<file path="src/rtl/multicycle_controller_if.sv">
// Memory handshake bundle between the multicycle controller and unified memory.
// The controller drives the request side through the master modport; memory answers on mem_ready.
interface multicycle_controller_if;
  logic mem_req;
  logic mem_ready;
  logic MemWrite;
  logic AdrSrc;

  modport master (
    output mem_req,
    output MemWrite,
    output AdrSrc,
    input  mem_ready
  );

  modport slave (
    input  mem_req,
    input  MemWrite,
    input  AdrSrc,
    output mem_ready
  );
endinterface

</file>
<file path="src/rtl/multicycle_controller.sv">
// Sequencing FSM for the multicycle RV32I core.
// Drives datapath enables/muxes from op/funct3 and the ALU flags, and handshakes
// unified memory through multicycle_controller_if (mem_req / mem_ready).
// Optional macro MC_PERF_CNT_EN builds the retired-instruction and cycle counters;
// without it both counter ports read zero.
//
// state      | meaning
// S_FETCH    | read instruction at PC, PC <= PC+4 on ready
// S_DECODE   | OldPC+imm into ALUOut, dispatch on op
// S_MEMADR   | RD1+imm address for load/store
// S_MEMREAD  | load access at ALUOut
// S_MEMWB    | write load data to regfile
// S_MEMWRITE | store access at ALUOut
// S_EXECR    | register-register ALU op
// S_EXECI    | register-immediate ALU op
// S_ALUWB    | write ALUOut to regfile
// S_BRANCH   | compare, PC <= branch target when taken
// S_JAL      | PC <= target, ALU forms OldPC+4 link
// S_JALR_ADR | RD1+imm jump target
// S_JALR_LNK | PC <= target, ALU forms OldPC+4 link
// S_UPPER    | lui/auipc write-back
// S_TRAP     | illegal opcode or bus timeout, held until reset
module multicycle_controller #(
  parameter int MEM_WAIT_MAX = 15,
  parameter int CNT_W        = 4
) (
  input  logic                    clk,
  input  logic                    reset,
  multicycle_controller_if.master mem,
  input  logic [6:0]              op,
  input  logic [2:0]              funct3,
  input  logic                    Zero,
  input  logic                    ALUR31,
  output logic                    IRWrite,
  output logic                    PCWrite,
  output logic                    RegWrite,
  output logic [1:0]              ALUSrcA,
  output logic [1:0]              ALUSrcB,
  output logic [1:0]              ALUOp,
  output logic [1:0]              ImmSrc,
  output logic [1:0]              ResultSrc,
  output logic                    illegal_op,
  output logic                    bus_err,
  output logic [31:0]             instret,
  output logic [31:0]             cycles
);

  typedef enum logic [3:0] {
    S_FETCH, S_DECODE, S_MEMADR, S_MEMREAD, S_MEMWB, S_MEMWRITE,
    S_EXECR, S_EXECI, S_ALUWB, S_BRANCH, S_JAL, S_JALR_ADR,
    S_JALR_LNK, S_UPPER, S_TRAP
  } state_t;

  localparam bit               TIMEOUT_EN = (MEM_WAIT_MAX != 0);
  localparam logic [CNT_W-1:0] WAIT_LAST  = TIMEOUT_EN ? CNT_W'(MEM_WAIT_MAX - 1) : '0;

  state_t           state, state_next;
  logic [CNT_W-1:0] wait_cnt;
  logic             in_mem, timeout, take;
  logic             mem_req_c, mem_write_c, ir_write_c, pc_write_c, reg_write_c;

  assign in_mem  = (state == S_FETCH) || (state == S_MEMREAD) || (state == S_MEMWRITE);
  assign timeout = TIMEOUT_EN && in_mem && !mem.mem_ready && (wait_cnt == WAIT_LAST);
  // funct3[2] picks signed/unsigned-less-than flag vs equality; funct3[0] inverts the sense
  assign take    = funct3[0] ^ (funct3[2] ? ALUR31 : Zero);

  // state register
  always_ff @(posedge clk) begin
    if (!reset) state <= S_FETCH;
    else        state <= state_next;
  end

  // memory wait counter: restarts whenever the access completes or the state changes
  always_ff @(posedge clk) begin
    if (!reset)                                    wait_cnt <= '0;
    else if (state_next != state || mem.mem_ready) wait_cnt <= '0;
    else if (in_mem)                               wait_cnt <= wait_cnt + 1'b1;
  end

  // sticky fault flags
  always_ff @(posedge clk) begin
    if (!reset) begin
      illegal_op <= 1'b0;
      bus_err    <= 1'b0;
    end else begin
      if (state == S_DECODE && state_next == S_TRAP) illegal_op <= 1'b1;
      if (timeout)                                  bus_err    <= 1'b1;
    end
  end

  // next-state and Moore output decode
  always_comb begin
    state_next  = state;
    mem_req_c   = 1'b0;
    mem_write_c = 1'b0;
    ir_write_c  = 1'b0;
    pc_write_c  = 1'b0;
    reg_write_c = 1'b0;
    mem.AdrSrc  = 1'b0;
    ALUSrcA     = 2'b00;
    ALUSrcB     = 2'b00;
    ALUOp       = 2'b00;
    ResultSrc   = 2'b00;
    case (state)
      S_FETCH: begin
        mem_req_c = 1'b1;
        ALUSrcB   = 2'b10;
        ResultSrc = 2'b10;
        if (mem.mem_ready) begin
          ir_write_c = 1'b1;
          pc_write_c = 1'b1;
          state_next = S_DECODE;
        end else if (timeout) begin
          state_next = S_TRAP;
        end
      end
      S_DECODE: begin
        ALUSrcA = 2'b01;
        ALUSrcB = 2'b01;
        case (op)
          7'b0000011, 7'b0100011: state_next = S_MEMADR;
          7'b0110011:             state_next = S_EXECR;
          7'b0010011:             state_next = S_EXECI;
          7'b1100011:             state_next = S_BRANCH;
          7'b1101111:             state_next = S_JAL;
          7'b1100111:             state_next = S_JALR_ADR;
          7'b0110111, 7'b0010111: state_next = S_UPPER;
          default:                state_next = S_TRAP;
        endcase
      end
      S_MEMADR: begin
        ALUSrcA    = 2'b10;
        ALUSrcB    = 2'b01;
        state_next = op[5] ? S_MEMWRITE : S_MEMREAD;
      end
      S_MEMREAD: begin
        mem_req_c  = 1'b1;
        mem.AdrSrc = 1'b1;
        if (mem.mem_ready) state_next = S_MEMWB;
        else if (timeout)  state_next = S_TRAP;
      end
      S_MEMWB: begin
        ResultSrc   = 2'b01;
        reg_write_c = 1'b1;
        state_next  = S_FETCH;
      end
      S_MEMWRITE: begin
        mem_req_c   = 1'b1;
        mem_write_c = 1'b1;
        mem.AdrSrc  = 1'b1;
        if (mem.mem_ready) state_next = S_FETCH;
        else if (timeout)  state_next = S_TRAP;
      end
      S_EXECR: begin
        ALUSrcA    = 2'b10;
        ALUOp      = 2'b10;
        state_next = S_ALUWB;
      end
      S_EXECI: begin
        ALUSrcA    = 2'b10;
        ALUSrcB    = 2'b01;
        ALUOp      = 2'b10;
        state_next = S_ALUWB;
      end
      S_ALUWB: begin
        reg_write_c = 1'b1;
        state_next  = S_FETCH;
      end
      S_BRANCH: begin
        ALUSrcA    = 2'b10;
        ALUOp      = 2'b01;
        pc_write_c = take;
        state_next = S_FETCH;
      end
      S_JAL, S_JALR_LNK: begin
        ALUSrcA    = 2'b01;
        ALUSrcB    = 2'b10;
        pc_write_c = 1'b1;
        state_next = S_ALUWB;
      end
      S_JALR_ADR: begin
        ALUSrcA    = 2'b10;
        ALUSrcB    = 2'b01;
        state_next = S_JALR_LNK;
      end
      S_UPPER: begin
        ResultSrc   = 2'b11;
        reg_write_c = 1'b1;
        state_next  = S_FETCH;
      end
      default: state_next = S_TRAP;
    endcase
  end

  // immediate format follows the opcode regardless of state
  always_comb begin
    ImmSrc = 2'b00;
    case (op)
      7'b0100011: ImmSrc = 2'b01;
      7'b1100011: ImmSrc = 2'b10;
      7'b1101111: ImmSrc = 2'b11;
      default:    ImmSrc = 2'b00;
    endcase
  end

  // strobes are forced low while reset is held so a mid-access reset writes nothing
  assign mem.mem_req  = mem_req_c   & reset;
  assign mem.MemWrite = mem_write_c & reset;
  assign IRWrite      = ir_write_c  & reset;
  assign PCWrite      = pc_write_c  & reset;
  assign RegWrite     = reg_write_c & reset;

`ifdef MC_PERF_CNT_EN
  logic [31:0] instret_q, cycles_q;
  logic        retire;

  assign retire = (state_next == S_FETCH) &&
                  ((state == S_ALUWB) || (state == S_MEMWB) || (state == S_MEMWRITE) ||
                   (state == S_BRANCH) || (state == S_UPPER));

  // free-running cycle and retired-instruction counters
  always_ff @(posedge clk) begin
    if (!reset) begin
      cycles_q  <= '0;
      instret_q <= '0;
    end else begin
      cycles_q <= cycles_q + 32'd1;
      if (retire) instret_q <= instret_q + 32'd1;
    end
  end

  assign instret = instret_q;
  assign cycles  = cycles_q;
`else
  assign instret = 32'd0;
  assign cycles  = 32'd0;
`endif

endmodule

</file>
<file path="src/flat_wrapper.sv">
// flat-port wrapper written by rule: the top's interface ports become plain ports
module multicycle_controller_flat 
#(
  parameter int MEM_WAIT_MAX = 15,
  parameter int CNT_W        = 4
)
  (clk, reset, op, funct3, Zero, ALUR31, IRWrite, PCWrite, RegWrite, ALUSrcA, ALUSrcB, ALUOp, ImmSrc, ResultSrc, illegal_op, bus_err, instret, cycles, mem_mem_req, mem_MemWrite, mem_AdrSrc, mem_mem_ready);
  multicycle_controller_if mem_i ();
  input  logic clk;
  input  logic reset;
  input  logic [6:0] op;
  input  logic [2:0] funct3;
  input  logic Zero;
  input  logic ALUR31;
  output logic IRWrite;
  output logic PCWrite;
  output logic RegWrite;
  output logic [1:0] ALUSrcA;
  output logic [1:0] ALUSrcB;
  output logic [1:0] ALUOp;
  output logic [1:0] ImmSrc;
  output logic [1:0] ResultSrc;
  output logic illegal_op;
  output logic bus_err;
  output logic [31:0] instret;
  output logic [31:0] cycles;
  output wire logic [$bits(mem_i.mem_req)-1:0] mem_mem_req;
  output wire logic [$bits(mem_i.MemWrite)-1:0] mem_MemWrite;
  output wire logic [$bits(mem_i.AdrSrc)-1:0] mem_AdrSrc;
  input wire logic [$bits(mem_i.mem_ready)-1:0] mem_mem_ready;
  assign mem_mem_req = mem_i.mem_req;
  assign mem_MemWrite = mem_i.MemWrite;
  assign mem_AdrSrc = mem_i.AdrSrc;
  assign mem_i.mem_ready = mem_mem_ready;
  multicycle_controller #(.MEM_WAIT_MAX(MEM_WAIT_MAX), .CNT_W(CNT_W)) u_core (.clk(clk), .reset(reset), .mem(mem_i), .op(op), .funct3(funct3), .Zero(Zero), .ALUR31(ALUR31), .IRWrite(IRWrite), .PCWrite(PCWrite), .RegWrite(RegWrite), .ALUSrcA(ALUSrcA), .ALUSrcB(ALUSrcB), .ALUOp(ALUOp), .ImmSrc(ImmSrc), .ResultSrc(ResultSrc), .illegal_op(illegal_op), .bus_err(bus_err), .instret(instret), .cycles(cycles));
endmodule
</file>
<file path="config.mk">
export PLATFORM = sky130hd
export DESIGN_NAME = multicycle_controller_flat
export DESIGN_NICKNAME = d
export VERILOG_FILES = /design/src/rtl/multicycle_controller_if.sv /design/src/rtl/multicycle_controller.sv /design/src/flat_wrapper.sv
export SDC_FILE = /design/constraint.sdc
export NUM_CORES = 1
export LEC_CHECK = 0
export BUFFER_PORTS_ARGS = -buffer_cell sky130_fd_sc_hd__buf_2
export CAP_MARGIN = 20
export CORE_MARGIN = 4
export CORE_UTILIZATION = 44
export CTS_CLUSTER_DIAMETER = 100
export CTS_CLUSTER_SIZE = 16
export DETAILED_ROUTE_END_ITERATION = 10
export PLACE_DENSITY = 0.81
export SYNTH_ARGS = -nofsm -noshare
export SYNTH_HDL_FRONTEND = slang
export SYNTH_SLANG_ARGS = --single-unit
</file>
<file path="constraint.sdc">
create_clock -name clk -period 2.8 [get_ports clk]
set_input_delay 0.14 -clock clk [delete_from_list [all_inputs] [get_ports clk]]
set_output_delay 0.14 -clock clk [all_outputs]
set_load 0.005 [all_outputs]
</file>
==> results of run 1 <==
==> how the worst min path moves through the flow <==
stage / startpoint / end / slack, ns / depth (start not counted)
finish: reset / u_core.illegal_op$_SDFFE_PN0P_ / 0.17 / 2
global route: reset / u_core.illegal_op$_SDFFE_PN0P_ / 0.15 / 2
CTS: reset / u_core.illegal_op$_SDFFE_PN0P_ / 0.15 / 2
detailed placement: reset / u_core.illegal_op$_SDFFE_PN0P_ / 0.43 / 2
global placement: reset / u_core.illegal_op$_SDFFE_PN0P_ / 0.43 / 2
floorplan: reset / u_core.illegal_op$_SDFFE_PN0P_ / 0.26 / 1
==> state kept, by name (all words and copies together) (netlist names) <==
signal and flops:
u_core.state 4, u_core.wait_cnt 4, u_core.bus_err 1, u_core.illegal_op 1
==> power by group through the flow <==
stage	Clock, W	Combinational, W	Sequential (W)
finish	0.000128	0.000526	0.000226
global route	0.000140	0.000587	0.000233
CTS	0.000131	0.000525	0.000225
detailed placement	0	0.000524	0.000228
global placement	0	0.000512	0.000227
floorplan	0	0.000535	0.000179
==> cell usage in the layout, fill, tap and decap left out, drive strengths merged, types with 3 or more instances in the layout <==
cell    count
xnor2       4
nor2       18
dfxtp      10
o221ai      3
nand3       4
nor3        5
a211oi      3
nand2      10
conb       64
and4        4
a21oi       5
buf        33
inv         6
o21ai       9
clkbuf      4
==> kinds of logic after synthesis <==
family          Yosys count
flops                    10
xor+xnor                  6
compound gates           35
buf+inv                  80
fa+ha+maj                 2
mux                       3
other cells               1
simple gates             64
==> layout make-up <==
type                       instances  area, um^2
clock buffer                       4       36.28
inverter                           6       22.52
tap                               46       57.56
timing repair buffer              33       170.2
multi-input combinational        174        1045
sequential                        10       200.2
fill                             373        1884
==> stage by stage <==
stage	cells	instance area [um^2]	total power [W]	hold WS [ns]	setup slack [ns]
floorplan	264	1836	0.0007141	0.2577	0.8382
global placement	269	1495	0.0007389	0.4311	0.6166
detailed placement	269	1495	0.0007520	0.4336	0.5558
CTS	273	1531	0.0008805	0.1533	0.5371
global route	273	1531	0.0009608	0.1518	0.3933
finish	273	1531	0.0008794	0.1659	0.5067
==> per-layer routing <==
| metal | share of wire (%) | GRT usage, % |
|---|---|---|
| met1 | 44 | 16.36 |
| met2 | 46 | 19.86 |
| met3 | 9.3 | 0.8210 |
| met4 | 0.80 | 2.978 |
| met5 | 0 | 0 |
==> worst max-delay path, delay by kind of cell, from the launching register on <==
kind	cells	cell delay (ns)
flops	1	0.72
compound gates	3	0.79
simple gates	2	0.45
xor+xnor	1	0.24
==> key figures, run 1 <==
STA
  – Clk_skew: slightly below 0.003 ns
  – Final Hold Fails: 0
  – Final TNS setup: 0 ns
  – Final Cycle Share: between 80% and 90%
  – Crit path time final: between 2 and 2.5 ns
  – RSZ-0062 raised after global routing: false
  – Worst slew pin tran: ~0.63 ns
  – Rel. slew slack: between 50% and 60%
  – Fmax: 436.1 MHz
  – Slew Limit Fails: 0
  – Final setup viols: 0

Die
  – Die Wd: 68.29 um
  – Core Area: 3416 um^2
  – Die span in y: between 60 and 70 um
  – Boundary pin count: 97
  – Initial core utilization: 46.81%
  – Site Rows: 21
  – Die ar.: 4663 um^2

Layout
  – N_diodes: 0
  – Final core utilization: ~45%
  – Area growth syn-to-layout: -4.225%
  – Fraction of layout cells with a size suffix above 1: 23.35%
  – Final nets: 245

Power and ir drop
  – Int Power: 0.0004774 W
  – Switching Fraction: 45.71%
  – Pwr/cell area: 574.2 nW/um^2
  – Net Switching: 0.0004020 W
  – LEAKAGE: 0.7459 nW
  – Seq pwr share: around 26%
  – Clk network pwr share: 14.5%
  – Combinational Power Share: 59.8%
  – Worst vdd ir: 195.7 uV

Global route
  – First-pass GRT wire length: between 4 and 5 mm
  – Largest net degree at the start of global routing: 20
  – Gr ovfl total: 0
  – GRT Util Overall: approximately an eighth
  – Vias in the first global route: about 1000
  – Initial antenna violation count: 0

Critical path
  – Flop2flop setup slack: ~0.51 ns
  – Critical Path Source: u_core.state[1]$_SDFF_PN0_
  – Crit Reg-Reg Startpoint: u_core.state[1]$_SDFF_PN0_
  – Startpoint types: flop
  – CP max FO: 16
  – Critical R2R Capture: u_core.wait_cnt[1]$_SDFFE_PP0N_
  – Worst setup EP type: flop
  – Crit path required time: 2.98 ns
  – Crit path DAT: 2.47 ns
  – Crit path capture: u_core.wait_cnt[1]$_SDFFE_PP0N_
  – Kind of critical path: reg2reg
  – Reg2Reg Depth: 6
  – Cell with the biggest individual delay on the critical path: dfxtp_1
  – Crit-path max cell delay: 0.72 ns
  – Worst-path cell chain: xnor2_2, a2bb2oi_1, nor2_1, nor2_1, o2111ai_4, a211oi_2
  – CP most frequent cell: nor2_1

Route
  – First-pass DRT Iterations: 4
  – WL final: 3.004 mm
  – Number of nets with antenna violations after routing: 0
  – DR vias: 1255
  – Initial DRC count: 110
  – DRC viols: 0
  – Vias per inst: 4.597
  – DR WL/cell: around 11 um

Synth
  – Cell variety after synth: 59
  – FF+latch count, synth: 10
  – Syn Area/Cell: 7.955 um^2
  – Synth Instances: 201
  – Synthesized-area fraction occupied by adder cells: under 10%
  – Post-synth top flop: dfxtp_1
  – Area share of the largest cell type after synthesis: 30.05%
  – Largest cells by area after synthesis: buf_4 30%, dfxtp_1 13%, nor2_1 4.2%, buf_6 3.5%, o21ai_0 2.5%
  – EDFF count, synth: 0
  – Post-synthesis sequential area ratio: 12.52%
  – Synth Area in XOR/XNOR: 3.756%
  – Area leader, netlist: buf_4
  – Largest family of logic cells by synthesized area: buffers and inverters
  – YS warnings: 0
  – Mux cell area share after synthesis: under 10%
  – Simple-Gate Fraction of Synth Area: between 20 and 25%
  – Synth top cells by count: 64 x buf_4, 18 x nor2_1, 10 x dfxtp_1, 10 x nand2_1, 8 x o21ai_0
  – Area of the mapped netlist: 1599 um^2
  – Compound-gate portion of the synthesized area: 18.86%
  – Most common cell in the synthesized netlist: buf_4
  – Async S/R FF share, synth: 0%

Clocking
  – CTS Buffer Depth: 2
  – Worst skew pair latency: between 0.2 and 0.3 ns
  – CTS root buffer: clkbuf_4
  – TritonCTS clock tree: done
  – Clock transition at path regs: 0.07 ns
  – Setup bufs post-CTS: 0
  – CTS H-tree lvls: 1
  – TritonCTS buffer count: 3
  – Clock Sinks: 10
  – Hold buffers post-CTS: 0
  – Post_cts resized: 0

Placement
  – Final GP Congestion: 0.8234
  – Port Buf Inserts: 31
  – Dpl hpwl: 2.444 mm

Hold path
  – Worst hold path class: in2reg

Run
  – Max-cap violations: 0

Outcome
  – Outcome: complete, no violations
No activity file was read; power rests on OpenSTA's default activity.
==> run 2: changes to the inputs <==
==> constraint.sdc (replaced) <==
create_clock -name clk -period 2.2 [get_ports clk]
set_input_delay 0.11 -clock clk [delete_from_list [all_inputs] [get_ports clk]]
set_output_delay 0.11 -clock clk [all_outputs]
set_load 0.005 [all_outputs]
==> run 2 against run 1 <==
Utilization is 2.0 points higher. Register-to-register slack worse by 0.40 ns. Sequential cell count stayed put. Setup slack worse by 0.40 ns. Final cell count is 2.9% higher. Worst hold slack worse by 0.037 ns. Sequential power is 15% higher. Sequential share of layout area is 0.32 points lower. Total power is 33% higher. Global-route usage is 0.14 points higher. Clock-buffer cell count is 1 lower. Largest power group unchanged.
==> key figures, run 2 (synthesized netlist as in run 1, its figures left out) <==
Critical path
  – CP delay by family, top: compound AO/OA/AOI/OAI gates
  – Crit path DAT: around 2.3 ns
  – Worst path bufs/invs: 1
  – Crit path required time: 2.37 ns
  – Crit-path max cell delay: between 0.3 and 0.4 ns
  – Worst-path cell chain: inv_1, ha_1, and4b_1, a311oi_2, a2bb2oi_2, mux2i_2, o2111ai_4, a211oi_2
  – CP max FO: 4
  – Cell with the biggest individual delay on the critical path: dfxtp_2
  – Kind of critical path: reg2reg
  – Startpoint types: flop
  – Worst setup EP type: flop

STA
  – Crit path time final: 2.097 ns
  – Final worst slack: 0.1026 ns
  – Final setup viols: 0
  – Final TNS setup: 0 ns
  – Final Hold Fails: 0
  – Final Cycle Share: 95.33%
  – Fmax: 476.8 MHz
  – Clk_skew: 0.01075 ns
  – Slew Limit Fails: 0

Layout
  – Area of the multi-input gates: roughly 1100 um^2
  – Commonest non-fill, non-tap cell in the layout: conb_1
  – Largest regs: u_core.state x4, u_core.wait_cnt x4
  – Final core utilization: 46.81%
  – N_diodes: 0
  – Post-route cell area: 1599 um^2
  – Layout fillers: 362
  – Storage cell area: between 200 and 250 um^2
  – Final nets: 254
  – Area growth syn-to-layout: -0.0002502%
  – Commonest non-fill, non-tap cells in the layout: 64 x conb_1, 31 x buf_2, 18 x nor2_1
  – Fraction of layout cells with a size suffix above 1: 28.09%

Outcome
  – Outcome: complete, no violations

Placement
  – Final GP Congestion: 0.7646
  – Dpl hpwl: approximately 2.6 mm
  – Area after DPL: about 1600 um^2
  – Port Buf Inserts: 31
  – Pre-CTS setup slack: roughly 0.063 ns

Route
  – WL final: 3.149 mm
  – DR vias: 1310
  – First-pass DRT Iterations: 4
  – DR WL/cell: approximately 11 um
  – Initial DRC count: just under 60
  – DRC viols: 0
  – Number of nets with antenna violations after routing: 0
  – Vias per inst: 4.662

Die
  – Site Rows: 21
  – Initial core utilization: 46.81%
  – Core Area: 3416 um^2
  – Boundary pin count: 97
  – Die Wd: 68.29 um
  – Die span in y: 68.29 um
  – Die ar.: between 4000 and 5000 um^2

Clocking
  – CTS Buffer Depth: 2
  – Worst skew pair latency: 0.26 ns
  – TritonCTS clock tree: done
  – CTS root buffer: clkbuf_4
  – Clock Sinks: 10
  – Clock transition at path regs: about 0.07 ns
  – CTS H-tree lvls: 1
  – TritonCTS buffer count: 3

Global route
  – Initial antenna violation count: 0
  – First-pass GRT wire length: 4.402 mm
  – Largest net degree at the start of global routing: 13
  – Gr ovfl total: 0
  – GRT Util Overall: 11.99%
  – Vias in the first global route: 1025

Power and ir drop
  – Worst vdd ir: around 260 uV
  – Pwr/cell area: 732.2 nW/um^2
  – LEAKAGE: between 0.7 and 0.8 nW
  – Final Total Pwr: roughly 0.0012 W

Hold path
  – Worst hold path class: in2reg

Run
  – Max-cap violations: 0
## run 2: cell count changes in the layout (fill, tap and decap cells not counted)
| cell | delta |
|---|---|
| a311oi_1 | -1 |
| a311oi_2 | +1 |
| buf_4 | +9 |
| clkbuf_8 | -1 |
| dfxtp_1 | -3 |
| dfxtp_2 | +3 |
| mux2i_1 | -1 |
| mux2i_2 | +1 |
## run 2: per-stage QoR
stage / cells / hold slack, ns
6_report: 281 / 0.1293
5_1_grt: 281 / 0.1224
4_1_cts: 280 / 0.1220
3_5_place_dp: 277 / 0.4032
3_3_place_gp: 277 / 0.4022
2_1_floorplan: 264 / 0.2277
## run 2: what timing repair did
| action | 4_1_cts | 5_1_grt |
|---|---|---|
| endpoints found under the setup margin | 0 | 2 |
| buffers inserted | 0 | 1 |
| hold buffers | 0 | 0 |
| gates resized for setup | 0 | 5 |
## run 2: routing by layer
metal | global-route usage, % | part of all wire (%) | wire, um | vias to the layer above
li1 | - | - | - | 638
met1 | 15.96 | 41 | 1296 | 594
met2 | 19.86 | 48 | 1509 | 75
met3 | 1.478 | 10 | 324 | 3
met4 | 3.970 | 0.60 | 19 | 0
met5 | 0 | 0 | 0 | -
## run 2: where the power goes
group | total (W) | internal [W] | switching (W)
logic | 0.000789 | 0.000365 | 0.000424
clock network | 0.000122 | 0.0000629 | 0.0000591
registers | 0.000259 | 0.000209 | 0.0000506
total | 0.00117 | 0.000637 | 0.000534
## run 2: area by class of cell
class                   count  area share (%)
inverters                   6           1.408
flip-flops and latches     10           12.75
clock buffers               3           1.408
well taps                  46           3.599
multi-input cells         174           65.96
repair buffers             42           14.87
## run 2: worst paths after layout
path,startpoint,to,slack (ns),cells past startpoint
max,u_core.wait_cnt[0]$_SDFFE_PP0N_,u_core.wait_cnt[1]$_SDFFE_PP0N_,0.10,8
min,reset,u_core.illegal_op$_SDFFE_PN0P_,0.13,2
max reg2reg,u_core.wait_cnt[0]$_SDFFE_PP0N_,u_core.wait_cnt[1]$_SDFFE_PP0N_,0.10,8
min reg2reg,u_core.illegal_op$_SDFFE_PN0P_,u_core.illegal_op$_SDFFE_PN0P_,0.48,1
